==> config.mk <==
export PLATFORM = sky130hd
export DESIGN_NAME = ibex_neur_mac_seq
export DESIGN_NICKNAME = d
export VERILOG_FILES = /design/src/rtl/ibex_neur_pkg.sv /design/src/rtl/ibex_neur_unpack.sv /design/src/rtl/ibex_neur_mac_seq.sv
export SDC_FILE = /design/constraint.sdc
export NUM_CORES = 1
export LEC_CHECK = 0
export CAP_MARGIN = 10
export CORE_ASPECT_RATIO = 1.2
export CORE_MARGIN = 4
export CORE_UTILIZATION = 50
export CTS_BUF_LIST = sky130_fd_sc_hd__clkbuf_4 sky130_fd_sc_hd__clkbuf_8 sky130_fd_sc_hd__clkbuf_16
export DETAILED_ROUTE_END_ITERATION = 8
export PLACE_DENSITY = 0.81
export SLEW_MARGIN = 20
export SYNTH_ARGS = -nofsm -noshare
export SYNTH_HDL_FRONTEND = slang
export SYNTH_SLANG_ARGS = --single-unit
==> constraint.sdc <==
create_clock -name clk_i -period 4.9 [get_ports clk_i]
set_clock_uncertainty 0.2 [all_clocks]
set_input_delay 0.735 -clock clk_i [delete_from_list [all_inputs] [get_ports clk_i]]
set_output_delay 0.735 -clock clk_i [all_outputs]
set_load 0.005 [all_outputs]
==> src/rtl/ibex_neur_pkg.sv <==
// ibex_neur_pkg
// Shared types and constants for the packed mixed-precision MAC sequencer.
//   neur_prec_e      : element precision of a packed 32b word
//   neur_seq_state_e : sequencer FSM states
//   NEUR_LANES       : lanes of the shared signed multiplier
//   NEUR_MODE_MAC    : multiplier mode code for signed 4-lane operation
//   beats_per_word() : multiplier beats needed to consume one word pair
package ibex_neur_pkg;

  typedef enum logic [1:0] {
    NEUR_P16 = 2'd0,
    NEUR_P8  = 2'd1,
    NEUR_P4  = 2'd2,
    NEUR_P2  = 2'd3
  } neur_prec_e;

  typedef enum logic [1:0] {
    IDLE = 2'd0,
    RUN  = 2'd1,
    DONE = 2'd2
  } neur_seq_state_e;

  localparam int unsigned NEUR_LANES    = 4;
  localparam logic [1:0]  NEUR_MODE_MAC = 2'd1;

  // A word holds 2/4/8/16 elements and each beat consumes up to four of
  // them, so 16b and 8b need one beat, 4b two and 2b four.
  function automatic logic [2:0] beats_per_word(input neur_prec_e prec);
    logic [2:0] beats;
    unique case (prec)
      NEUR_P16: beats = 3'd1;
      NEUR_P8:  beats = 3'd1;
      NEUR_P4:  beats = 3'd2;
      default:  beats = 3'd4;
    endcase
    return beats;
  endfunction

endpackage

==> src/rtl/ibex_neur_unpack.sv <==
// ibex_neur_unpack
// Combinational unpacker: selects the four elements of a packed word that
// belong to the given beat and sign-extends each to 16 bits.
//   word_i  : packed 32b activation or weight word
//   prec_i  : element precision
//   beat_i  : beat index within the word (element 4*beat+lane feeds lane)
//   lane_o  : four sign-extended 16b lane operands (lanes 2,3 zero at 16b)
module ibex_neur_unpack
  import ibex_neur_pkg::*;
(
  input  logic [31:0]                 word_i,
  input  neur_prec_e                  prec_i,
  input  logic [1:0]                  beat_i,
  output logic [NEUR_LANES-1:0][15:0] lane_o
);

  for (genvar l = 0; l < NEUR_LANES; l++) begin : g_lane
    logic [3:0]  elem;
    logic [5:0]  shamt;
    logic [15:0] shifted;
    logic [15:0] lane;

    assign elem = {beat_i, 2'(l)};

    // Bit offset of the element is elem*W. The elem bits that can never be
    // set at a given precision are dropped so the offset stays below 32.
    always_comb begin
      shamt   = '0;
      lane    = '0;
      unique case (prec_i)
        NEUR_P16: shamt = {1'b0, elem[0], 4'b0000};
        NEUR_P8:  shamt = {1'b0, elem[1:0], 3'b000};
        NEUR_P4:  shamt = {elem[2:0], 3'b000} >> 1;
        default:  shamt = {elem[3:0], 1'b0};
      endcase
      shifted = 16'(word_i >> shamt);
      unique case (prec_i)
        NEUR_P16: lane = (elem[3:1] == 3'd0) ? shifted : 16'd0;
        NEUR_P8:  lane = {{8{shifted[7]}}, shifted[7:0]};
        NEUR_P4:  lane = {{12{shifted[3]}}, shifted[3:0]};
        default:  lane = {{14{shifted[1]}}, shifted[1:0]};
      endcase
    end

    assign lane_o[l] = lane;
  end

endmodule

==> src/rtl/ibex_neur_mac_seq.sv <==
// ibex_neur_mac_seq
// Sequences packed mixed-precision dot products onto the shared 4-lane
// signed multiplier. Word pairs are held one at a time, unpacked per beat
// and issued whenever the core is not using the multiplier; the lane sums
// are accumulated onto the job bias and one 32b result is returned per job.
// Build option: define IBEX_NEUR_SAT_EN for a saturating accumulator,
// otherwise the accumulator wraps in two's complement.
// Ports:
//   clk_i, rst_i          : clock, asynchronous active-high reset
//   start_i/prec_i/len_i/bias_i : job start (accepted in IDLE only)
//   in_valid_i/in_ready_o/in_act_i/in_wgt_i : packed word pair stream
//   core_mul_req_i        : core claims the multiplier (always wins)
//   neur_mul_en_o/neur_mode_o/neur_oper_*_o : multiplier issue
//   neur_mul_res_i        : lane-sum result in the issue cycle
//   res_valid_o/res_ready_i/res_o : job result handshake
//   busy_o                : sequencer not idle
module ibex_neur_mac_seq
  import ibex_neur_pkg::*;
#(
  parameter int unsigned LEN_W = 16
) (
  input  logic             clk_i,
  input  logic             rst_i,
  input  logic             start_i,
  input  logic [1:0]       prec_i,
  input  logic [LEN_W-1:0] len_i,
  input  logic [31:0]      bias_i,
  input  logic             in_valid_i,
  output logic             in_ready_o,
  input  logic [31:0]      in_act_i,
  input  logic [31:0]      in_wgt_i,
  input  logic             core_mul_req_i,
  output logic             neur_mul_en_o,
  output logic [1:0]       neur_mode_o,
  output logic [15:0]      neur_oper_a0_o,
  output logic [15:0]      neur_oper_a1_o,
  output logic [15:0]      neur_oper_a2_o,
  output logic [15:0]      neur_oper_a3_o,
  output logic [15:0]      neur_oper_b0_o,
  output logic [15:0]      neur_oper_b1_o,
  output logic [15:0]      neur_oper_b2_o,
  output logic [15:0]      neur_oper_b3_o,
  input  logic [31:0]      neur_mul_res_i,
  output logic             res_valid_o,
  input  logic             res_ready_i,
  output logic [31:0]      res_o,
  output logic             busy_o
);

  neur_seq_state_e             state_q;
  neur_prec_e                  prec_q;
  logic [31:0]                 acc_q;
  logic [31:0]                 act_q;
  logic [31:0]                 wgt_q;
  logic [LEN_W-1:0]            words_left_q;
  logic [1:0]                  beat_q;
  logic                        full_q;

  logic [NEUR_LANES-1:0][15:0] act_lanes;
  logic [NEUR_LANES-1:0][15:0] wgt_lanes;
  logic                        grant;
  logic                        last_beat;
  logic                        more_words;
  logic                        retire;
  logic                        in_fire;
  logic [31:0]                 acc_next;

  ibex_neur_unpack u_unpack_act (
    .word_i (act_q),
    .prec_i (prec_q),
    .beat_i (beat_q),
    .lane_o (act_lanes)
  );

  ibex_neur_unpack u_unpack_wgt (
    .word_i (wgt_q),
    .prec_i (prec_q),
    .beat_i (beat_q),
    .lane_o (wgt_lanes)
  );

  // The core has priority: a held word only issues when the core is not
  // requesting. A retiring word frees the holding register in the same
  // cycle, so the next pair can be accepted without a bubble as long as
  // more words of the job are still expected.
  assign grant      = (state_q == RUN) & full_q & ~core_mul_req_i;
  assign last_beat  = ({1'b0, beat_q} == (beats_per_word(prec_q) - 3'd1));
  assign more_words = words_left_q > LEN_W'(1);
  assign retire     = grant & last_beat;
  assign in_ready_o = (state_q == RUN) & (~full_q | (retire & more_words));
  assign in_fire    = in_valid_i & in_ready_o;

  assign neur_mul_en_o  = grant;
  assign neur_mode_o    = NEUR_MODE_MAC;
  assign neur_oper_a0_o = grant ? act_lanes[0] : 16'd0;
  assign neur_oper_a1_o = grant ? act_lanes[1] : 16'd0;
  assign neur_oper_a2_o = grant ? act_lanes[2] : 16'd0;
  assign neur_oper_a3_o = grant ? act_lanes[3] : 16'd0;
  assign neur_oper_b0_o = grant ? wgt_lanes[0] : 16'd0;
  assign neur_oper_b1_o = grant ? wgt_lanes[1] : 16'd0;
  assign neur_oper_b2_o = grant ? wgt_lanes[2] : 16'd0;
  assign neur_oper_b3_o = grant ? wgt_lanes[3] : 16'd0;

  assign res_valid_o = (state_q == DONE);
  assign res_o       = (state_q == DONE) ? acc_q : 32'd0;
  assign busy_o      = (state_q != IDLE);

`ifdef IBEX_NEUR_SAT_EN
  // Saturating accumulate: overflow shows up as a mismatch between the
  // two top bits of the sign-extended 33b sum.
  logic [32:0] sum33;
  always_comb begin
    sum33    = {acc_q[31], acc_q} + {neur_mul_res_i[31], neur_mul_res_i};
    acc_next = sum33[31:0];
    if (sum33[32] != sum33[31]) begin
      acc_next = sum33[32] ? 32'h8000_0000 : 32'h7FFF_FFFF;
    end
  end
`else
  // Wrapping accumulate.
  always_comb begin
    acc_next = acc_q + neur_mul_res_i;
  end
`endif

  // Sequencer FSM. In RUN the beat counter advances on every granted
  // beat, restarts on retire, and a newly accepted word always starts at
  // beat 0 (that assignment comes last so it overrides the others).
  always_ff @(posedge clk_i or posedge rst_i) begin
    if (rst_i) begin
      state_q      <= IDLE;
      prec_q       <= NEUR_P16;
      acc_q        <= '0;
      act_q        <= '0;
      wgt_q        <= '0;
      words_left_q <= '0;
      beat_q       <= '0;
      full_q       <= 1'b0;
    end else begin
      unique case (state_q)
        IDLE: begin
          if (start_i) begin
            acc_q        <= bias_i;
            words_left_q <= len_i;
            prec_q       <= neur_prec_e'(prec_i);
            beat_q       <= '0;
            full_q       <= 1'b0;
            state_q      <= (len_i == '0) ? DONE : RUN;
          end
        end
        RUN: begin
          if (grant) begin
            acc_q  <= acc_next;
            beat_q <= beat_q + 2'd1;
          end
          if (retire) begin
            words_left_q <= words_left_q - LEN_W'(1);
            beat_q       <= '0;
            full_q       <= 1'b0;
            if (!more_words) begin
              state_q <= DONE;
            end
          end
          if (in_fire) begin
            act_q  <= in_act_i;
            wgt_q  <= in_wgt_i;
            beat_q <= '0;
            full_q <= 1'b1;
          end
        end
        DONE: begin
          if (res_ready_i) begin
            state_q <= IDLE;
          end
        end
        default: state_q <= IDLE;
      endcase
    end
  end

endmodule

# Word level (Yosys, flattened, before mapping)
# Cells that the tools add are included.
# word_totals
inputBits	152
out_inout_bits	166
word_cells	108
regBits	119
# classes
n_reduce_logical	15
order_cmp	1
muxes	51
n_shift	8
eq_ne	12
addsub	4
bitwise_logic	9
# ops
operator	n
16-bit case mux with 3 select lines	8
16-bit 2-to-1 mux	18
32-bit by 5-bit right shift with 16-bit output	6
32-bit 2-to-1 mux	3
32-bit case mux with 2 select lines	1
32-bit by 6-bit right shift with 16-bit output	2
5-bit case mux with 3 select lines	3
32-bit adder	1
16-bit case mux with 2 select lines	1
2-bit 2-to-1 mux	9
16-bit by 1-bit greater-than comparator with 1-bit output (second input constant)	1
16-bit zero test	1
16-bit by 1-bit subtractor with 16-bit output (second input constant)	1
3-bit AND reduction	4
5-bit case mux with 2 select lines	1
2-bit != test (second input constant)	4
1-bit AND	6
3-bit zero test	2
2-bit case mux with 3 select lines	1
3-bit case mux with 2 select lines	1
2-bit by 1-bit equality test with 1-bit output (second input constant)	2
2-bit equality test (second input constant)	2
2-bit zero test	2
4-bit != test (second input constant)	1
other kinds (14)	19

# Depth between registers and ports, before layout
# logic_depth
word_depth	12
mapped_depth	14
mapped_depth_nobuf	11

# Hierarchy
# From an unflattened synthesis, not the netlist that was laid out.
# hier_totals
cells_unflattened	1648
area_unflattened_um2	14686.6
# by_module_without_submodules
mod	seq_area_each_um2	area_each_um2	n_inst	cells_each
ibex_neur_mac_seq	2977.9	7807.5	1	860
ibex_neur_unpack	0.0	3439.5	2	394

# Worst setup path after synthesis
# No wires, ideal clock.
# synth_path
kind	register to output
from	reg prec_q[1]
to	out neur_oper_b3_o[10]
path_stages_with_launch	12
path_buffers	4
t_arrival_ns	2.738
slack_ns	1.227
t_required_ns	3.965
cell_sequence	dfrtp_1 -> ha_1 -> buf_6 -> buf_4 -> and2_1 -> a21oi_2 -> buf_4 -> mux2_2 -> nand2_1 -> nand2_1 -> a21oi_1 -> buf_4
# synth_between
elab_chain_cells	6
word_cells_on_any_way	8
cone_classes	2 x eq/ne; 1 x shift; 4 x mux; 1 x reduce/logical
# synth_lines
item	line	text
start: declaration	ibex_neur_mac_seq.sv:51	neur_prec_e prec_q;
start signal: assignment	ibex_neur_mac_seq.sv:145	prec_q <= neur_prec_e'(prec_i);
2-bit equality test (tied with other cells)	ibex_neur_unpack.sv:30, ibex_neur_unpack.sv:37	
5-bit case mux with 3 select lines	ibex_neur_unpack.sv:30	unique case (prec_i)
32-bit by 5-bit right shift with 16-bit output	ibex_neur_unpack.sv:36	shifted = 16'(word_i >> shamt);
16-bit 2-to-1 mux	ibex_neur_unpack.sv:38	NEUR_P16: lane = (elem[3:1] == 3'd0) ? shifted : 16'd0;
16-bit case mux with 3 select lines (*)	ibex_neur_unpack.sv:37	unique case (prec_i)
16-bit 2-to-1 mux (*)	ibex_neur_mac_seq.sv:102	assign neur_oper_b3_o = grant ? wgt_lanes[3] : 16'd0;
end: declaration	ibex_neur_mac_seq.sv:42	output logic [15:0] neur_oper_b3_o,
# Every way passes the cells marked *; elsewhere a longest branch is shown, timed or not.

# Final worst setup path
# layout_path
from	reg prec_q[1]
to	out neur_oper_a2_o[2]
# layout_between
elab_chain_cells	6
word_cells_on_any_way	8
cone_classes	2 x eq/ne; 1 x shift; 4 x mux; 1 x reduce/logical
# layout_lines
item	line	text
2-bit equality test (tied with other cells)	ibex_neur_unpack.sv:30, ibex_neur_unpack.sv:37	
5-bit case mux with 3 select lines	ibex_neur_unpack.sv:30	
32-bit by 6-bit right shift with 16-bit output	ibex_neur_unpack.sv:36	
16-bit 2-to-1 mux	ibex_neur_unpack.sv:38	
16-bit case mux with 3 select lines (*)	ibex_neur_unpack.sv:37	
16-bit 2-to-1 mux (*)	ibex_neur_mac_seq.sv:97	assign neur_oper_a2_o = grant ? act_lanes[2] : 16'd0;
end: declaration	ibex_neur_mac_seq.sv:37	output logic [15:0] neur_oper_a2_o,
# Marked as above.

==> impl_metrics.ini <==
[timing]
finalCritPeriodShare = 0.960
fin_hold_ws_ns = 0.307
setup_slack_ns = 0.194
finalSetupViolations = 0
relSlewSlack = 0.223
final_hold_viol_count = 0
slew_violations = 0
final.min_clock_period_ns = 4.71
tightest_slew_ns = 1.16
max_freq_ghz = 0.213

[floorplanning]
pin_count = 318
initial_core_util = 0.510
die_h_um = 185
die_area_mm2 = 0.0288
num_rows = 64
core_mm2 = 0.0256
die_w_um = 156

[cells_and_area]
num-fill-cells = 2200
finalNonFillerCells = 2213
drive_above_1_share = 0.121
nets = 2062
syn_to_final_growth_pct = 29.3
finish.utilization = 0.659
n_antenna_cell = 0

[clock_tree]
cts_root_buffer = clkbuf_16
cts_buffer_depth = 2
postCtsHoldBufs = 0
ctsHtreeMaxLevel = 4
cts_sinks = 119
clkTransAtPathRegs_ns = 0.06
numCtsBuffers = 17
clk_latency_ns = 0.44
cts_tree = done

[place]
dp_slack_ns = 0.412
placed_cells = 2174
port_buffers = 315
place.gp.congestion = 1.01
detailed_place_hpwl_mm = 37.3

[logic_synthesis]
yosys.area.top_type = dfrtp_1
ys_top_cells_by_area = dfrtp_1 23%, a21oi_1 7.9%, nand2_1 6.2%
syn-num-nets = 1842
yosys_most_used_dff = dfrtp_1
ys_types = 87
ys.warnings.count = 0
synthCells = 1650
syn_area_mm2 = 0.0131
synth_top_area_frac = 0.228
ys_seq_elements = 119
ys_seq_area_frac = 0.228
avgSynthCellArea_um2 = 7.91
ys_async_sr_fraction = 1.00
synth_edf_count = 0

[grt]
grt_usage = 0.342
grt_first_pass_wirelength_mm = 77.9
grt_overflow_total = 0
first_global_vias = 13700
grt_max_degree = 77
antenna_found_initial = 1

[routing]
via_per_inst = 6.35
wl_mm = 50.8
vias = 14100
post-route-drc-count = 0
wl_per_cell_um = 23.0
drt_iter0_drc = 1334
drtAntennaViolNets = 0
drt-pass1-iter-count = 8

[power]
peakVddDrop_v = 0.000254
power.leakage_nw = 6.77
p_per_area_mw_per_mm2 = 618

[critical_path]
crit_type = register to output port
cp-end-kind = output port
cpMaxStageDelayCell = clkdlybuf4s50_1
crit_path_cell_trace = ha_4 > buf_4 > or2_2 > o21ai_1 > a221oi_1 > clkdlybuf4s50_1
crit_arrival_ns = 3.77
path_max_fanout = 52
cp-start-kind = register
critPathMaxStageDelay_ns = 0.60
critPathTopFamily = buffers and inverters
cp.required_ns = 3.96
critical_path_buf_inv_count = 2

[flow_run]
maxCapViolCount = 0

[worst_hold_path]
hp-class = register to register

[outcome]
status = completed
[path summary, 6_finish.rpt]
kind	slack (ns)	endpoint	startpoint	cells after the start
min reg2reg	0.31	words_left_q[12]	words_left_q[12]	1
min in group asynchronous	0.61	act_q[21]	rst_i	2
max reg2reg	1.66	wgt_q[23]	state_q[0]	8
min	0.31	words_left_q[12]	words_left_q[12]	1
max	0.19	neur_oper_a2_o[2]	prec_q[1]	6
max in group asynchronous	3.04	wgt_q[31]	rst_i	3
[cells in the final DEF, fill, tap and decap left out, drive strengths merged, types with 10 or more instances in the layout]
cell type,synthesis,layout
nand2,217,217
a211oi,45,45
o22ai,17,17
mux2i,79,79
and3,11,11
o211ai,23,23
or3,11,11
o21ai,132,132
a21oi,216,216
a31oi,20,20
nor2,116,116
buf,111,54
mux2,90,90
clkbuf,58,23
dfrtp,119,119
nor4,14,14
and2,45,45
nand3,30,30
xnor2,17,17
nor3,21,21
ha,39,39
a21o,17,17
clkdlybuf4s50,0,315
mux4,29,29
inv,31,33
nor2b,27,27
xor2,10,10
[cells in the mapped netlist, drive strengths merged (20+ instances only)]
library cell,n
nand2,217
a21oi,216
o21ai,132
dfrtp,119
nor2,116
buf,111
mux2,90
mux2i,79
clkbuf,58
a211oi,45
and2,45
ha,39
inv,31
nand3,30
mux4,29
nor2b,27
o211ai,23
nor3,21
a31oi,20
[layer usage]
layer,routed length (µm),share of wire,track usage
met1,19500,0.38,0.431
met5,8,0.00016,0
met2,23800,0.47,0.562
met4,2570,0.051,0.156
met3,4980,0.098,0.0774
[worst register-to-register path, cell delays in order (launching register included)]
cell	delay [ns]
dfrtp_1	0.67
nor2b_2	0.26
nand3b_1	0.11
inv_2	0.38
nand3_2	0.29
o22ai_2	0.26
nand2_2	0.07
buf_4	0.38
mux2_1	0.49
[kinds of logic (layout without fill, tap and decap cells)]
family / count (synthesis) / count (layout) / share of synthesized area
other cells: 2 / 2 / 0.000575
fa+ha+maj: 40 / 40 / 0.0389
buf+inv: 201 / 434 / 0.0845
xor+xnor: 27 / 27 / 0.0181
mux: 198 / 198 / 0.188
compound gates: 540 / 540 / 0.256
simple gates: 523 / 523 / 0.186
flops: 119 / 119 / 0.228
[state kept, by name, summed over array words and instances (netlist names)]
name / count
acc_q: 32
act_q: 32
beat_q: 2
full_q: 1
prec_q: 2
state_q: 2
wgt_q: 32
words_left_q: 16
[stage by stage]
step	area (µm²)	power [mW]	setup TNS [ns]
final	16900	10.4	0
after global routing	16900	11.1	-0.0105
after CTS	16800	10.3	0
after detailed placement	16100	8.73	0
after global placement	16100	8.65	0
after floorplan	13100	6.47	0
[where the power goes]
part | total, mW | internal, mW | switching, mW | leakage [nW]
Clock | 1.46 | 0.966 | 0.496 | 0.331
Sequential | 2.40 | 1.44 | 0.954 | 1.40
Combinational | 6.58 | 3.09 | 3.49 | 5.04
Total | 10.4 | 5.50 | 4.94 | 6.77
[final cells by class]
class / instances / area [µm²] / share of cell area
multi-input combinational: 1330 / 9060 / 0.537
clock buffer: 22 / 488 / 0.0289
sequential: 119 / 2980 / 0.176
clock inverter: 10 / 189 / 0.0112
timing repair buffer: 370 / 3640 / 0.215
inverter: 32 / 123 / 0.00726
tap: 330 / 413 / 0.0244
[timing repair]
| item | 4_1_cts | 5_1_grt |
|---|---|---|
| gates cloned | 0 | 1 |
| buffers inserted | 0 | 6 |
| gates resized for setup | 1 | 9 |
| endpoints found under the setup margin | 9 | 83 |
| pin swaps | 0 | 1 |
No activity file was read; power rests on OpenSTA's default activity.
